<file path="config.mk">
export PLATFORM = sky130hd
export DESIGN_NAME = tft_frame_feeder_flat
export DESIGN_NICKNAME = d
export VERILOG_FILES = /design/src/rtl/tft_frame_feeder_if.sv /design/src/rtl/tft_frame_feeder.sv /design/src/flat_wrapper.sv
export SDC_FILE = /design/constraint.sdc
export NUM_CORES = 1
export LEC_CHECK = 0
export ABC_AREA = 1
export CELL_PAD_IN_SITES_DETAIL_PLACEMENT = 0
export CELL_PAD_IN_SITES_GLOBAL_PLACEMENT = 1
export CORE_UTILIZATION = 51
export CTS_BUF_LIST = sky130_fd_sc_hd__clkbuf_4
export DETAILED_ROUTE_END_ITERATION = 10
export GPL_TIMING_DRIVEN = 0
export HOLD_SLACK_MARGIN = 0.15
export PLACE_DENSITY_LB_ADDON = 0.3
export SLEW_MARGIN = 25
export SYNTH_ARGS = -nofsm -noshare
export SYNTH_HDL_FRONTEND = slang
export SYNTH_SLANG_ARGS = --single-unit
</file>
<file path="constraint.sdc">
create_clock -name MasterCLK -period 3.2 [get_ports MasterCLK]
set_clock_uncertainty 0.05 [all_clocks]
set_input_delay 0.64 -clock MasterCLK [delete_from_list [all_inputs] [get_ports MasterCLK]]
set_output_delay 0.64 -clock MasterCLK [all_outputs]
set_load 0.01 [all_outputs]
</file>
<file path="src/rtl/tft_frame_feeder_if.sv">
// Signal bundle between the pixel source, tft_frame_feeder and the TFT SPI serializer.
// The feeder drives the status and presented-word side; the source/serializer side drives the rest.
interface tft_frame_feeder_if #(
  parameter int PTR_BITS = 4
) ();
  logic                enable;
  logic                wr_en;
  logic [15:0]         wr_data;
  logic                full;
  logic [PTR_BITS:0]   level;
  logic                word_req;
  logic [15:0]         out_data;
  logic                out_rs;
  logic                out_valid;
  logic                frame_done;
  logic                underrun;

  modport slave (
    input  enable, wr_en, wr_data, word_req,
    output full, level, out_data, out_rs, out_valid, frame_done, underrun
  );

  modport master (
    output enable, wr_en, wr_data, word_req,
    input  full, level, out_data, out_rs, out_valid, frame_done, underrun
  );
endinterface

</file>
<file path="src/rtl/tft_frame_feeder.sv">
// Pixel FIFO plus frame sequencer: emits CASET/RASET/RAMWR setup words, then WIDTH*HEIGHT
// pixels, one word per serializer request, with end-of-frame pulse and sticky underrun flag.
module tft_frame_feeder #(
  parameter int WIDTH      = 128,
  parameter int HEIGHT     = 160,
  parameter int FIFO_DEPTH = 16,
  parameter int PTR_BITS   = 4,
  parameter int PIX_BITS   = 15
) (
  input  logic              MasterCLK,
  input  logic              reset,
  tft_frame_feeder_if.slave bus
);

  typedef enum logic [1:0] {IDLE, CMD, PIXEL} state_e;

  localparam int                  LVL_W    = PTR_BITS + 1;
  localparam logic [PIX_BITS-1:0] LAST_PIX = PIX_BITS'(WIDTH * HEIGHT - 1);
  localparam logic [PIX_BITS-1:0] PIX_ONE  = PIX_BITS'(1);
  localparam logic [LVL_W-1:0]    LVL_FULL = LVL_W'(FIFO_DEPTH);
  localparam logic [LVL_W-1:0]    LVL_ONE  = LVL_W'(1);
  localparam logic [PTR_BITS-1:0] PTR_ONE  = PTR_BITS'(1);
  localparam logic [2:0]          LAST_CMD = 3'd6;

  state_e              state_q, state_d;
  logic [2:0]          cmd_idx_q, cmd_idx_d;
  logic [PIX_BITS-1:0] pix_cnt_q, pix_cnt_d;
  logic [15:0]         out_data_q, out_data_d;
  logic                out_rs_q, out_rs_d;
  logic                out_valid_q, out_valid_d;
  logic                underrun_q, underrun_d;
  logic                frame_done_q, frame_done_d;

  logic [15:0]         mem_q [FIFO_DEPTH];
  logic [PTR_BITS-1:0] wr_ptr_q, rd_ptr_q;
  logic [LVL_W-1:0]    level_q;

  logic full, push, pop, consume, load_pixel;

  // Window-setup sequence as {rs, data}.
  function automatic logic [16:0] cmd_rom(input logic [2:0] idx);
    case (idx)
      3'd0:    cmd_rom = {1'b0, 16'h002A};
      3'd1:    cmd_rom = {1'b1, 16'h0000};
      3'd2:    cmd_rom = {1'b1, 16'(WIDTH - 1)};
      3'd3:    cmd_rom = {1'b0, 16'h002B};
      3'd4:    cmd_rom = {1'b1, 16'h0000};
      3'd5:    cmd_rom = {1'b1, 16'(HEIGHT - 1)};
      default: cmd_rom = {1'b0, 16'h002C};
    endcase
  endfunction

  assign full    = (level_q == LVL_FULL);
  assign push    = bus.wr_en && !full;
  assign consume = bus.word_req && out_valid_q;

  always_comb begin
    // NOTE: every signal written here gets a default first, so no path can infer a latch.
    state_d      = state_q;
    cmd_idx_d    = cmd_idx_q;
    pix_cnt_d    = pix_cnt_q;
    out_data_d   = out_data_q;
    out_rs_d     = out_rs_q;
    out_valid_d  = out_valid_q;
    underrun_d   = underrun_q;
    frame_done_d = 1'b0;
    load_pixel   = 1'b0;
    pop          = 1'b0;

    unique case (state_q)
      IDLE: if (bus.enable) begin
        state_d                = CMD;
        cmd_idx_d              = 3'd0;
        {out_rs_d, out_data_d} = cmd_rom(3'd0);
        out_valid_d            = 1'b1;
        underrun_d             = 1'b0;
      end
      CMD: if (consume) begin
        if (cmd_idx_q == LAST_CMD) begin
          state_d    = PIXEL;
          load_pixel = 1'b1;
        end else begin
          cmd_idx_d              = cmd_idx_q + 3'd1;
          {out_rs_d, out_data_d} = cmd_rom(cmd_idx_q + 3'd1);
        end
      end
      PIXEL: if (consume) begin
        if (pix_cnt_q == LAST_PIX) begin
          pix_cnt_d    = '0;
          frame_done_d = 1'b1;
          if (bus.enable) begin
            state_d                = CMD;
            cmd_idx_d              = 3'd0;
            {out_rs_d, out_data_d} = cmd_rom(3'd0);
          end else begin
            state_d     = IDLE;
            out_valid_d = 1'b0;
          end
        end else begin
          pix_cnt_d  = pix_cnt_q + PIX_ONE;
          load_pixel = 1'b1;
        end
      end
      default: state_d = IDLE;
    endcase

    // An empty FIFO still yields a pixel slot; the write of this same cycle is not bypassed.
    if (load_pixel) begin
      out_rs_d = 1'b1;
      if (level_q != '0) begin
        pop        = 1'b1;
        out_data_d = mem_q[rd_ptr_q];
      end else begin
        out_data_d = 16'h0000;
        underrun_d = 1'b1;
      end
    end
  end

  always_ff @(posedge MasterCLK or posedge reset) begin
    if (reset) begin
      state_q      <= IDLE;
      cmd_idx_q    <= '0;
      pix_cnt_q    <= '0;
      out_data_q   <= '0;
      out_rs_q     <= 1'b0;
      out_valid_q  <= 1'b0;
      underrun_q   <= 1'b0;
      frame_done_q <= 1'b0;
      wr_ptr_q     <= '0;
      rd_ptr_q     <= '0;
      level_q      <= '0;
    end else begin
      state_q      <= state_d;
      cmd_idx_q    <= cmd_idx_d;
      pix_cnt_q    <= pix_cnt_d;
      out_data_q   <= out_data_d;
      out_rs_q     <= out_rs_d;
      out_valid_q  <= out_valid_d;
      underrun_q   <= underrun_d;
      frame_done_q <= frame_done_d;
      if (push) wr_ptr_q <= wr_ptr_q + PTR_ONE;
      if (pop)  rd_ptr_q <= rd_ptr_q + PTR_ONE;
      case ({push, pop})
        2'b10:   level_q <= level_q + LVL_ONE;
        2'b01:   level_q <= level_q - LVL_ONE;
        default: level_q <= level_q;
      endcase
    end
  end

  // NOTE: FIFO storage is deliberately not reset; level/pointers alone decide what is valid.
  always_ff @(posedge MasterCLK) begin
    if (push) mem_q[wr_ptr_q] <= bus.wr_data;
  end

  assign bus.full       = full;
  assign bus.level      = level_q;
  assign bus.out_data   = out_data_q;
  assign bus.out_rs     = out_rs_q;
  assign bus.out_valid  = out_valid_q;
  assign bus.frame_done = frame_done_q;
  assign bus.underrun   = underrun_q;

endmodule

</file>
<file path="src/flat_wrapper.sv">
// flat-port wrapper written by rule: the top's interface ports become plain ports
module tft_frame_feeder_flat 
#(
  parameter int WIDTH      = 128,
  parameter int HEIGHT     = 160,
  parameter int FIFO_DEPTH = 16,
  parameter int PTR_BITS   = 4,
  parameter int PIX_BITS   = 15
)
  (MasterCLK, reset, bus_enable, bus_wr_en, bus_wr_data, bus_word_req, bus_full, bus_level, bus_out_data, bus_out_rs, bus_out_valid, bus_frame_done, bus_underrun);
  tft_frame_feeder_if #(.PTR_BITS(PTR_BITS)) bus_i ();
  input  logic MasterCLK;
  input  logic reset;
  input wire logic [$bits(bus_i.enable)-1:0] bus_enable;
  input wire logic [$bits(bus_i.wr_en)-1:0] bus_wr_en;
  input wire logic [$bits(bus_i.wr_data)-1:0] bus_wr_data;
  input wire logic [$bits(bus_i.word_req)-1:0] bus_word_req;
  output wire logic [$bits(bus_i.full)-1:0] bus_full;
  output wire logic [$bits(bus_i.level)-1:0] bus_level;
  output wire logic [$bits(bus_i.out_data)-1:0] bus_out_data;
  output wire logic [$bits(bus_i.out_rs)-1:0] bus_out_rs;
  output wire logic [$bits(bus_i.out_valid)-1:0] bus_out_valid;
  output wire logic [$bits(bus_i.frame_done)-1:0] bus_frame_done;
  output wire logic [$bits(bus_i.underrun)-1:0] bus_underrun;
  assign bus_i.enable = bus_enable;
  assign bus_i.wr_en = bus_wr_en;
  assign bus_i.wr_data = bus_wr_data;
  assign bus_i.word_req = bus_word_req;
  assign bus_full = bus_i.full;
  assign bus_level = bus_i.level;
  assign bus_out_data = bus_i.out_data;
  assign bus_out_rs = bus_i.out_rs;
  assign bus_out_valid = bus_i.out_valid;
  assign bus_frame_done = bus_i.frame_done;
  assign bus_underrun = bus_i.underrun;
  tft_frame_feeder #(.WIDTH(WIDTH), .HEIGHT(HEIGHT), .FIFO_DEPTH(FIFO_DEPTH), .PTR_BITS(PTR_BITS), .PIX_BITS(PIX_BITS)) u_core (.MasterCLK(MasterCLK), .reset(reset), .bus(bus_i));
endmodule
</file>
==> impl_metrics.ini, run 1 <==
[worst_setup_path]
end_kind = register
critPathRequiredTime_ns = 3.74
cpMostUsedCell = nand2_1
start_kind = register
arrival_ns = 3.47
crit_fanout = 11
worstSetupPathType = register to register
max_stage_delay_ns = 0.43
path_cells = inv_2, ha_1, nand2_1, a21oi_4, nand3_4, inv_2, buf_6, ha_1, clkbuf_2, xor2_2, ha_1, inv_1, nand2_1, nand2_1, o21ai_0, xor2_1, nand2_1, o21ai_0
cp_num_buf_inv = 5
cpLargestDelayFamily = buffers and inverters
crit_slowest_cell = dfrtp_1

[yosys]
syn_avg_cell_area_um2 = 10.4
seq_area_frac_synth = 0.672
synth-edff-count = 256
ys.flop_type = edfxtp_1
ys_warn_count = 0
synth_top_area_cell = edfxtp_1
synth_area_leaders = edfxtp_1 (57%), nand2_1 (11%), dfrtp_1 (9.9%)
synth_top_area_share = 0.573
synth.distinct_cells = 39
netlist_instances = 1283
netlist_area_mm2 = 0.0134
async_flop_share = 0.172
synth_common_cells = nand2_1 (400), edfxtp_1 (256), nor2_1 (150)
ys_ff_latch = 309
syn-num-nets = 1322
yosysMostFrequentCell = nand2_1

[die]
ioPinCount = 47
core_mm2 = 0.0255
dieArea_mm2 = 0.0269
die_h_um = 164
fp.dieW_um = 164
floorplan.initialDensity = 0.526
std_cell_rows = 58

[place]
port_buffers = 46
dp.cells = 1676
dp_hpwl_mm = 22.2
gp_congestion = 0.827

[drt]
antenna_left = 0
wirelength_mm = 32.9
vias_per_cell = 5.26
wire_per_inst_um = 18.1
drt_iter0_markers = 910
drt_drc_violations_left = 0
via_count = 9528
firstDrtPassIters = 5

[clock_network]
cts_sinks = 309
clockRootBuffer = clkbuf_4
ctsHtreeMaxLevel = 3
cts_max_path_buffers = 3
clock_latency_ns = 0.69
cts_tree = built
path_clk_slew_ns = 0.06
numCtsBuffers = 80

[timing]
max_freq_ghz = 0.341
relSlewSlack = 0.532
fin_setup_tns_ns = 0
hold_violations = 0
finalMaxSlewViolations = 0
setup_viol = 0
timing.final.crit_share = 0.915
worst_pin_slew_ns = 0.702
finalCriticalPeriod_ns = 2.93
hold_slack_ns = 0.225
rsz0062_at_grt = false

[pwr]
peakVddDrop_v = 0.000440
p_leak_nw = 6.32
power_density_mw_per_mm2 = 854

[grt]
grt_pass1_wl_mm = 50.7
use_met3 = 0.0470
grt_max_degree = 35
grt_overflow_total = 0
met2_usage = 0.397
busiest_layer = met2
met1_usage = 0.355
grt_use_total = 0.255
antenna_found_initial = 1
grt_pass1_vias = 9290

[cells_and_area]
num-nets-final = 1470
area.growth.synth_to_final_pct = 16.2
utilization = 0.611
fin_cells = 1812
drive_gt1_frac = 0.153

[worst_hold_path]
hold_class = input port to async pin

[run_status]
status = finished, final reports clean

[job]
drv_cap = 0
power breakdown:
| part | internal [mW] | switching (mW) |
|---|---|---|
| clock | 1.76 | 1.54 |
| combinational | 1.51 | 3.34 |
| sequential | 4.90 | 0.256 |
| total | 8.17 | 5.14 |
routing by layer:
layer / part of all wire / vias to the layer above
met4: 0.025 / 0
met5: 0 / -
met3: 0.064 / 73
li1: - / 4636
met2: 0.46 / 339
met1: 0.45 / 4480
what timing repair did:
item | in CTS | in global routing
pin swaps | 1 | 1
setup buffers | 1 | 2
setup endpoints to repair | 1 | 1
cloned | 0 | 0
hold buffers | 0 | 0
gates resized for setup | 1 | 3
cells by family (layout without fill, tap and decap cells):
family | after synthesis | in the layout | synth area share
and+or+nand+nor | 700 | 700 | 0.217
DFF | 309 | 309 | 0.672
buffers and inverters | 133 | 331 | 0.0419
AOI/OAI and AO/OA | 108 | 108 | 0.0423
adders and majority gates | 18 | 18 | 0.0168
xor gates and xnor gates | 15 | 15 | 0.00980
other | 0 | 1 | 0
final timing paths:
kind	to	cells past startpoint	start	slack (ns)
worst max-delay path	u_core.bus.level[4]$_DFFE_PP0P_	18	u_core.cmd_idx_q[0]$_DFFE_PP0P_	0.27
worst min-delay path	u_core.pix_cnt_q[11]$_DFFE_PP0P_	2	reset	0.22
min in group MasterCLK	u_core.bus.underrun$_DFF_PP0_	2	u_core.bus.underrun$_DFF_PP0_	0.44
worst max register to register	u_core.bus.level[4]$_DFFE_PP0P_	18	u_core.cmd_idx_q[0]$_DFFE_PP0P_	0.27
max in group asynchronous	u_core.rd_ptr_q[0]$_DFFE_PP0P_	3	reset	2.37
worst min register to register	u_core.bus.underrun$_DFF_PP0_	2	u_core.bus.underrun$_DFF_PP0_	0.44
cell usage in the layout (no fill, tap or decap), types with 10 or more instances in the layout:
cell	instances
nand2_1	400
xor2_1	11
buf_2	37
a21oi_1	31
clkinv_1	10
inv_1	69
o21ai_0	62
buf_6	11
clkdlybuf4s50_1	46
dfrtp_1	53
nand3_1	127
clkbuf_4	118
clkbuf_1	13
nor2_1	134
ha_1	17
edfxtp_1	256
nor2_2	18
area by class of cell:
class / instances / area (um2)
Fill cell: 2106 / 9900
Multi-Input combinational cell: 841 / 3890
Sequential cell: 309 / 9010
Inverter: 79 / 299
Tap cell: 330 / 413
Timing Repair Buffer: 66 / 709
Buffer: 54 / 265
Clock buffer: 118 / 886
Antenna cell: 1 / 2.50
Clock inverter: 14 / 97.6
registers in the layout (all words and copies together) (netlist names):
| signal | cells |
|---|---|
| u_core.bus.out_rs | 1 |
| u_core.pix_cnt_q | 15 |
| u_core.cmd_idx_q | 3 |
| u_core.bus.out_data | 16 |
| u_core.bus.level | 5 |
| u_core.rd_ptr_q | 4 |
| u_core.state_q | 2 |
| u_core.mem_q | 256 |
| u_core.bus.underrun | 1 |
| u_core.wr_ptr_q | 4 |
| u_core.bus.out_valid | 1 |
| u_core.bus.frame_done | 1 |
per-stage QoR:
step	power, mW	instance area, um2	worst slack (ns)
final	13.3	15600	0.271
after floorplan	8.21	13400	0.409
after global placement	9.85	14300	-0.474
after CTS	13.4	15500	0.125
after global routing	14.2	15600	0.0120
after detailed placement	10.0	14500	-0.493
worst register-to-register path, delay by kind of cell (launching register included):
kind | cells | cell delay [ns]
AO/OA/AOI/OAI | 3 | 0.46
XOR/XNOR | 2 | 0.34
flip-flops | 1 | 0.43
adder cells (fa/ha/maj) | 3 | 0.50
AND/OR/NAND/NOR | 5 | 0.44
buffers and inverters | 5 | 0.64
No activity file was read; power rests on OpenSTA's default activity.
==> run 2, diff against run 1 <==
- RECOVER_POWER: default -> 25
==> impl_metrics.ini, run 2 (synthesis gave the netlist of run 1 again) <==
[drt]
drt_iter0_markers = 902
vias_per_cell = 5.25
antenna_left = 0
wirelength_mm = 32.9
firstDrtPassIters = 5
drt_drc_violations_left = 0
wire_per_inst_um = 18.1
via_count = 9513

[cells_and_area]
largest_reg_flops = 256
utilization = 0.611
fin_cells = 1812
drive_gt1_frac = 0.153
post-route-cell-area_mm2 = 0.0156
top_register = u_core.mem_q
final_common_cell = nand2_1
fillers = 2108
num-nets-final = 1470
area.growth.synth_to_final_pct = 16.1
final_cell_mix = nand2_1 (400), edfxtp_1 (256), nor2_1 (134)

[timing]
setup_slack_ns = 0.266
hold_violations = 0
finalMaxSlewViolations = 35
timing.final.crit_share = 0.917
setup_viol = 0
relSlewSlack = -0.129
finalCriticalPeriod_ns = 2.93
rsz0062_at_grt = false
worst_pin_slew_ns = 1.69
max_freq_ghz = 0.341

[grt]
grt_max_degree = 35
grt_pass1_wl_mm = 50.7
grt_use_total = 0.255
grt_overflow_total = 0
grt_pass1_vias = 9290
antenna_found_initial = 1

[job]
drv_cap = 1

[worst_setup_path]
path_cells = inv_2, ha_1, nand2_1, a21oi_4, nand3_4, inv_2, buf_6, ha_1, clkbuf_2, xor2_2, ha_1, inv_1, nand2_1, nand2_1, o21ai_0, xor2_1, nand2_1, o21ai_0
end_kind = register
rr_startpoint = u_core.cmd_idx_q[0]$_DFFE_PP0P_
cpMostUsedCell = nand2_1
crit_start = u_core.cmd_idx_q[0]$_DFFE_PP0P_
arrival_ns = 3.48
critPathRequiredTime_ns = 3.74
max_stage_delay_ns = 0.43
worstSetupPathType = register to register
crit_fanout = 11
crit_slowest_cell = dfrtp_1
start_kind = register
reg2reg_slack_ns = 0.27

[pwr]
intPower_mw = 8.16
p_leak_nw = 6.32
seq_power_share = 0.388
clockPowerShare = 0.248
peakVddDrop_v = 0.000443
swShare = 0.387
power_mw = 13.3
p_switching_mw = 5.14
p_comb_frac = 0.364
power_density_mw_per_mm2 = 855

[worst_hold_path]
hold_class = register to register
hold_start = u_core.bus.underrun$_DFF_PP0_

[die]
floorplan.initialDensity = 0.526
core_mm2 = 0.0255
die_h_um = 164
std_cell_rows = 58
fp.dieW_um = 164
ioPinCount = 47
dieArea_mm2 = 0.0269

[clock_network]
cts_tree = built
cts_max_path_buffers = 3
clockRootBuffer = clkbuf_4
cts_sinks = 309
ctsHtreeMaxLevel = 3
numCtsBuffers = 80
path_clk_slew_ns = 0.06
clock_latency_ns = 0.69

[place]
dpl_worst_slack_ns = -0.493
dp.cells = 1676
dp_hpwl_mm = 22.2
dpl_cell_area_mm2 = 0.0145
port_buffers = 46
gp_congestion = 0.827

[run_status]
violations = max-capacitance violations, max-slew violations
status = complete, but fails checks
==> run 2: changes by cell type in the layout (fill, tap and decap cells not counted) <==
cell | before | now
dlygate4sd3_1 | 0 | 12
dlymetal6s4s_1 | 0 | 1
clkinvlp_2 | 0 | 1
buf_12 | 1 | 0
clkdlybuf4s50_1 | 46 | 34
inv_4 | 1 | 0
==> run 2: metrics by stage <==
step | TNS (ns) | hold WS [ns]
final | 0 | 0.443
after detailed placement | -0.981 | 0.434
after floorplan | 0 | 0.425
after CTS | 0 | 0.182
after global routing | 0 | 0.479
after global placement | -49.30 | 0.436
==> run 2: critical path: cells and delay by family (launching register included) <==
kind | cells | cell delay, ns
xor gates and xnor gates | 2 | 0.34
and+or+nand+nor | 5 | 0.44
DFF | 1 | 0.43
adders and majority gates | 3 | 0.49
buffers and inverters | 5 | 0.64
AOI/OAI and AO/OA | 3 | 0.46
==> run 2: final cells by class <==
class                           count  area (um2)  share of cell area
Clock inverter                     14        97.6             0.00627
Antenna cell                        1        2.50            0.000161
Multi-Input combinational cell    841        3890               0.250
Timing Repair Buffer               66         702              0.0451
Sequential cell                   309        9010               0.579
Inverter                           79         298              0.0191
Tap cell                          330         413              0.0265
Clock buffer                      118         886              0.0569
Buffer                             54         265              0.0170
==> run 2: final timing paths <==
kind / cells past startpoint / to
worst max-delay path: 18 / u_core.bus.level[4]$_DFFE_PP0P_
worst min-delay path: 2 / u_core.bus.underrun$_DFF_PP0_
worst max register to register: 18 / u_core.bus.level[4]$_DFFE_PP0P_
worst min register to register: 2 / u_core.bus.underrun$_DFF_PP0_
max in group asynchronous: 3 / u_core.rd_ptr_q[0]$_DFFE_PP0P_
min in group asynchronous: 2 / u_core.pix_cnt_q[11]$_DFFE_PP0P_
==> run 2: layer usage <==
| metal | vias to the layer above | global-route usage | wire [um] |
|---|---|---|---|
| li1 | 4635 | - | - |
| met1 | 4486 | 0.355 | 14800 |
| met2 | 318 | 0.397 | 15300 |
| met3 | 74 | 0.0470 | 1980 |
| met4 | 0 | 0.0989 | 792 |
| met5 | - | 0 | 0 |
==> run 2: what timing repair did <==
| item | 4_1_cts | 5_1_grt |
|---|---|---|
| setup buffers | 1 | 2 |
| gates resized for setup | 1 | 3 |
| hold buffers | 0 | 0 |
| setup endpoints to repair | 1 | 1 |
| pin swaps | 1 | 1 |
==> run 2: power by group through the flow <==
stage / Combinational, mW / Sequential [mW] / Clock, mW
after floorplan: 2.99 / 5.22 / 0
after global placement: 4.62 / 5.23 / 0
after detailed placement: 4.80 / 5.23 / 0
after CTS: 4.83 / 5.15 / 3.37
after global routing: 5.40 / 5.21 / 3.57
final: 4.85 / 5.16 / 3.30
==> run 3, diff against run 2 <==
- GPL_ROUTABILITY_DRIVEN: default -> 0
==> results of run 3 <==
Final layout, timing and power as in run 2 (identical DEF).
==> RTL change, RTL diff (settings of run 1) <==
`HEIGHT` is set to 160 in 2 places; all go to 80.
--- a/src/rtl/tft_frame_feeder.sv
+++ b/src/rtl/tft_frame_feeder.sv
@@ -2,7 +2,7 @@
 // pixels, one word per serializer request, with end-of-frame pulse and sticky underrun flag.
 module tft_frame_feeder #(
   parameter int WIDTH      = 128,
-  parameter int HEIGHT     = 160,
+  parameter int HEIGHT     = 80,
   parameter int FIFO_DEPTH = 16,
   parameter int PTR_BITS   = 4,
   parameter int PIX_BITS   = 15
--- a/src/flat_wrapper.sv
+++ b/src/flat_wrapper.sv
@@ -2,7 +2,7 @@
 module tft_frame_feeder_flat 
 #(
   parameter int WIDTH      = 128,
-  parameter int HEIGHT     = 160,
+  parameter int HEIGHT     = 80,
   parameter int FIFO_DEPTH = 16,
   parameter int PTR_BITS   = 4,
   parameter int PIX_BITS   = 15
Behaviour: not the same (Yosys sat finds a counterexample within 10 cycles, from zero or initial values and one cycle with reset high).
==> RTL change against run 1 <==
Highest routed layer unchanged; synthesized area up 0.30%; routed wire length about the same; setup slack better by 0.027 ns; combinational power down 8.7%; sequential cell count unchanged; sequential power about the same; cell area up 0.28%; power down 2.5%.
==> RTL change: results (changes against run 1) <==
Worst setup path
  – Crit path kind: reg -> reg
  – Crit path DAT: 3.42 ns (-0.05 ns)
  – Max incr delay on CP: 0.45 ns (+0.02 ns)
  – Slowest stage cell, crit path: dfrtp_1
  – Crit-path leading delay family: adder cells
  – R2r setup slk: 0.30 ns (+0.03 ns)
  – Worst r2r path cells: 16 (-2)

Synthesis
  – Cells after Synth: 1278 (-0.39%)
  – Area contributors post-synth: edfxtp_1 (57%), nand2_1 (11%), dfrtp_1 (9.9%)
  – Register area share after synthesis: 67.0% (-0.20 points)
  – Synth Net Count: 1319 (-0.23%)
  – Commonest cells in the netlist: nand2_1 (389), edfxtp_1 (256), nand3_1 (147)
  – Yosys cell types: 35 (-10%)

Status
  – Run status: completed

Drt
  – First-pass DRT Iterations: 6 (+1)
  – Vias: 9503 (-0.26%)
  – Final WL: 32.8 mm (about the same)
  – Wire per inst: 18.0 µm (-0.49%)

Place
  – RePlAce Congestion: 0.836 (+1.1%)
  – # placed instances: 1673 (-0.18%)
  – DP HPWL: 21.9 mm (-1.3%)
  – PortBufs: 46 (unchanged)
  – Post-Place Setup Slack: -0.191 ns (+0.302 ns)
  – Placed inst area: 14600 µm² (+0.16%)

Finish
  – Biggest register: u_core.mem_q
  – Nets: 1460 (-0.68%)
  – Fraction of layout cells with a size suffix above 1: 15.4% (+0.047 points)

Clocking
  – Setup bufs post-CTS: 0 (-1)
  – CTS Buf Count: 78 (-2.5%)
  – Clock Path Buffers: 3 (unchanged)

Timing
  – Part of the cycle the worst path needs: 90.7% (-0.86 points)
  – Slew @ Worst Pin: 0.790 ns (+0.0879 ns)
  – Hold_ws: 0.451 ns (+0.226 ns)

Power and ir drop
  – Peak supply drop: 0.000423 V (-3.9%)
  – Static leakage: 6.39 nW (+1.1%)

GRT
  – First-pass GRT wire length: 50.5 mm (-0.48%)
  – Initial antenna violation count: 2 (+1)
  – Vias in the first global route: 9020 (-2.9%)
  – Pin count of the biggest net entering global routing: 47 (+34%)
  – GR Util All Layers: 25.4% (-0.059 points)

Worst hold path
  – Hold Crit Class: reg -> reg
==> RTL change: changes by cell type after synthesis, moves of 4 or more <==
cell | before | now
nand3_1 | 127 | 147
clkbuf_1 | 13 | 9
nor2_1 | 150 | 124
buf_4 | 0 | 7
nand2_1 | 400 | 389
nand4_1 | 3 | 7
inv_1 | 71 | 86
o21ai_0 | 62 | 50
buf_2 | 37 | 32
==> RTL change: where the power goes <==
group	switching [mW]	internal [mW]
combinational	3.02	1.41
sequential	0.262	4.91
clock	1.59	1.79
==> RTL change: what timing repair did <==
action / 4_1_cts / 5_1_grt
gates resized for setup: 0 / 2
endpoints found under the hold margin: 7 / 0
endpoints found under the setup margin: 0 / 1
hold buffers: 1 / 0
==> RTL change: area by class of cell <==
| cell class | count | area [µm²] |
|---|---|---|
| fill | 2216 | 10400 |
| sequential | 309 | 9010 |
| multi-input combinational | 821 | 3860 |
| clock buffer | 119 | 893 |
| timing repair buffer | 61 | 644 |
| tap | 335 | 419 |
| inverter | 93 | 352 |
| buffer | 55 | 295 |
| clock inverter | 25 | 133 |
| antenna | 2 | 5.00 |
==> RTL change: logic make-up after synthesis <==
| kind of cell | share of synthesized area (%) |
|---|---|
| adders and majority gates | 1.86 |
| xor gates and xnor gates | 1.17 |
| DFF | 67.0 |
| AOI/OAI and AO/OA | 3.55 |
| buffers and inverters | 4.79 |
| and+or+nand+nor | 21.6 |
==> RTL change: routing by layer <==
| layer | wire length [µm] | share of wire (%) | GRT usage [%] |
|---|---|---|---|
| met1 | 14300 | 44 | 34.4 |
| met2 | 15400 | 47 | 40.6 |
| met3 | 2380 | 7.3 | 4.85 |
| met4 | 708 | 2.2 | 10.0 |
| met5 | 0 | 0 | 0 |
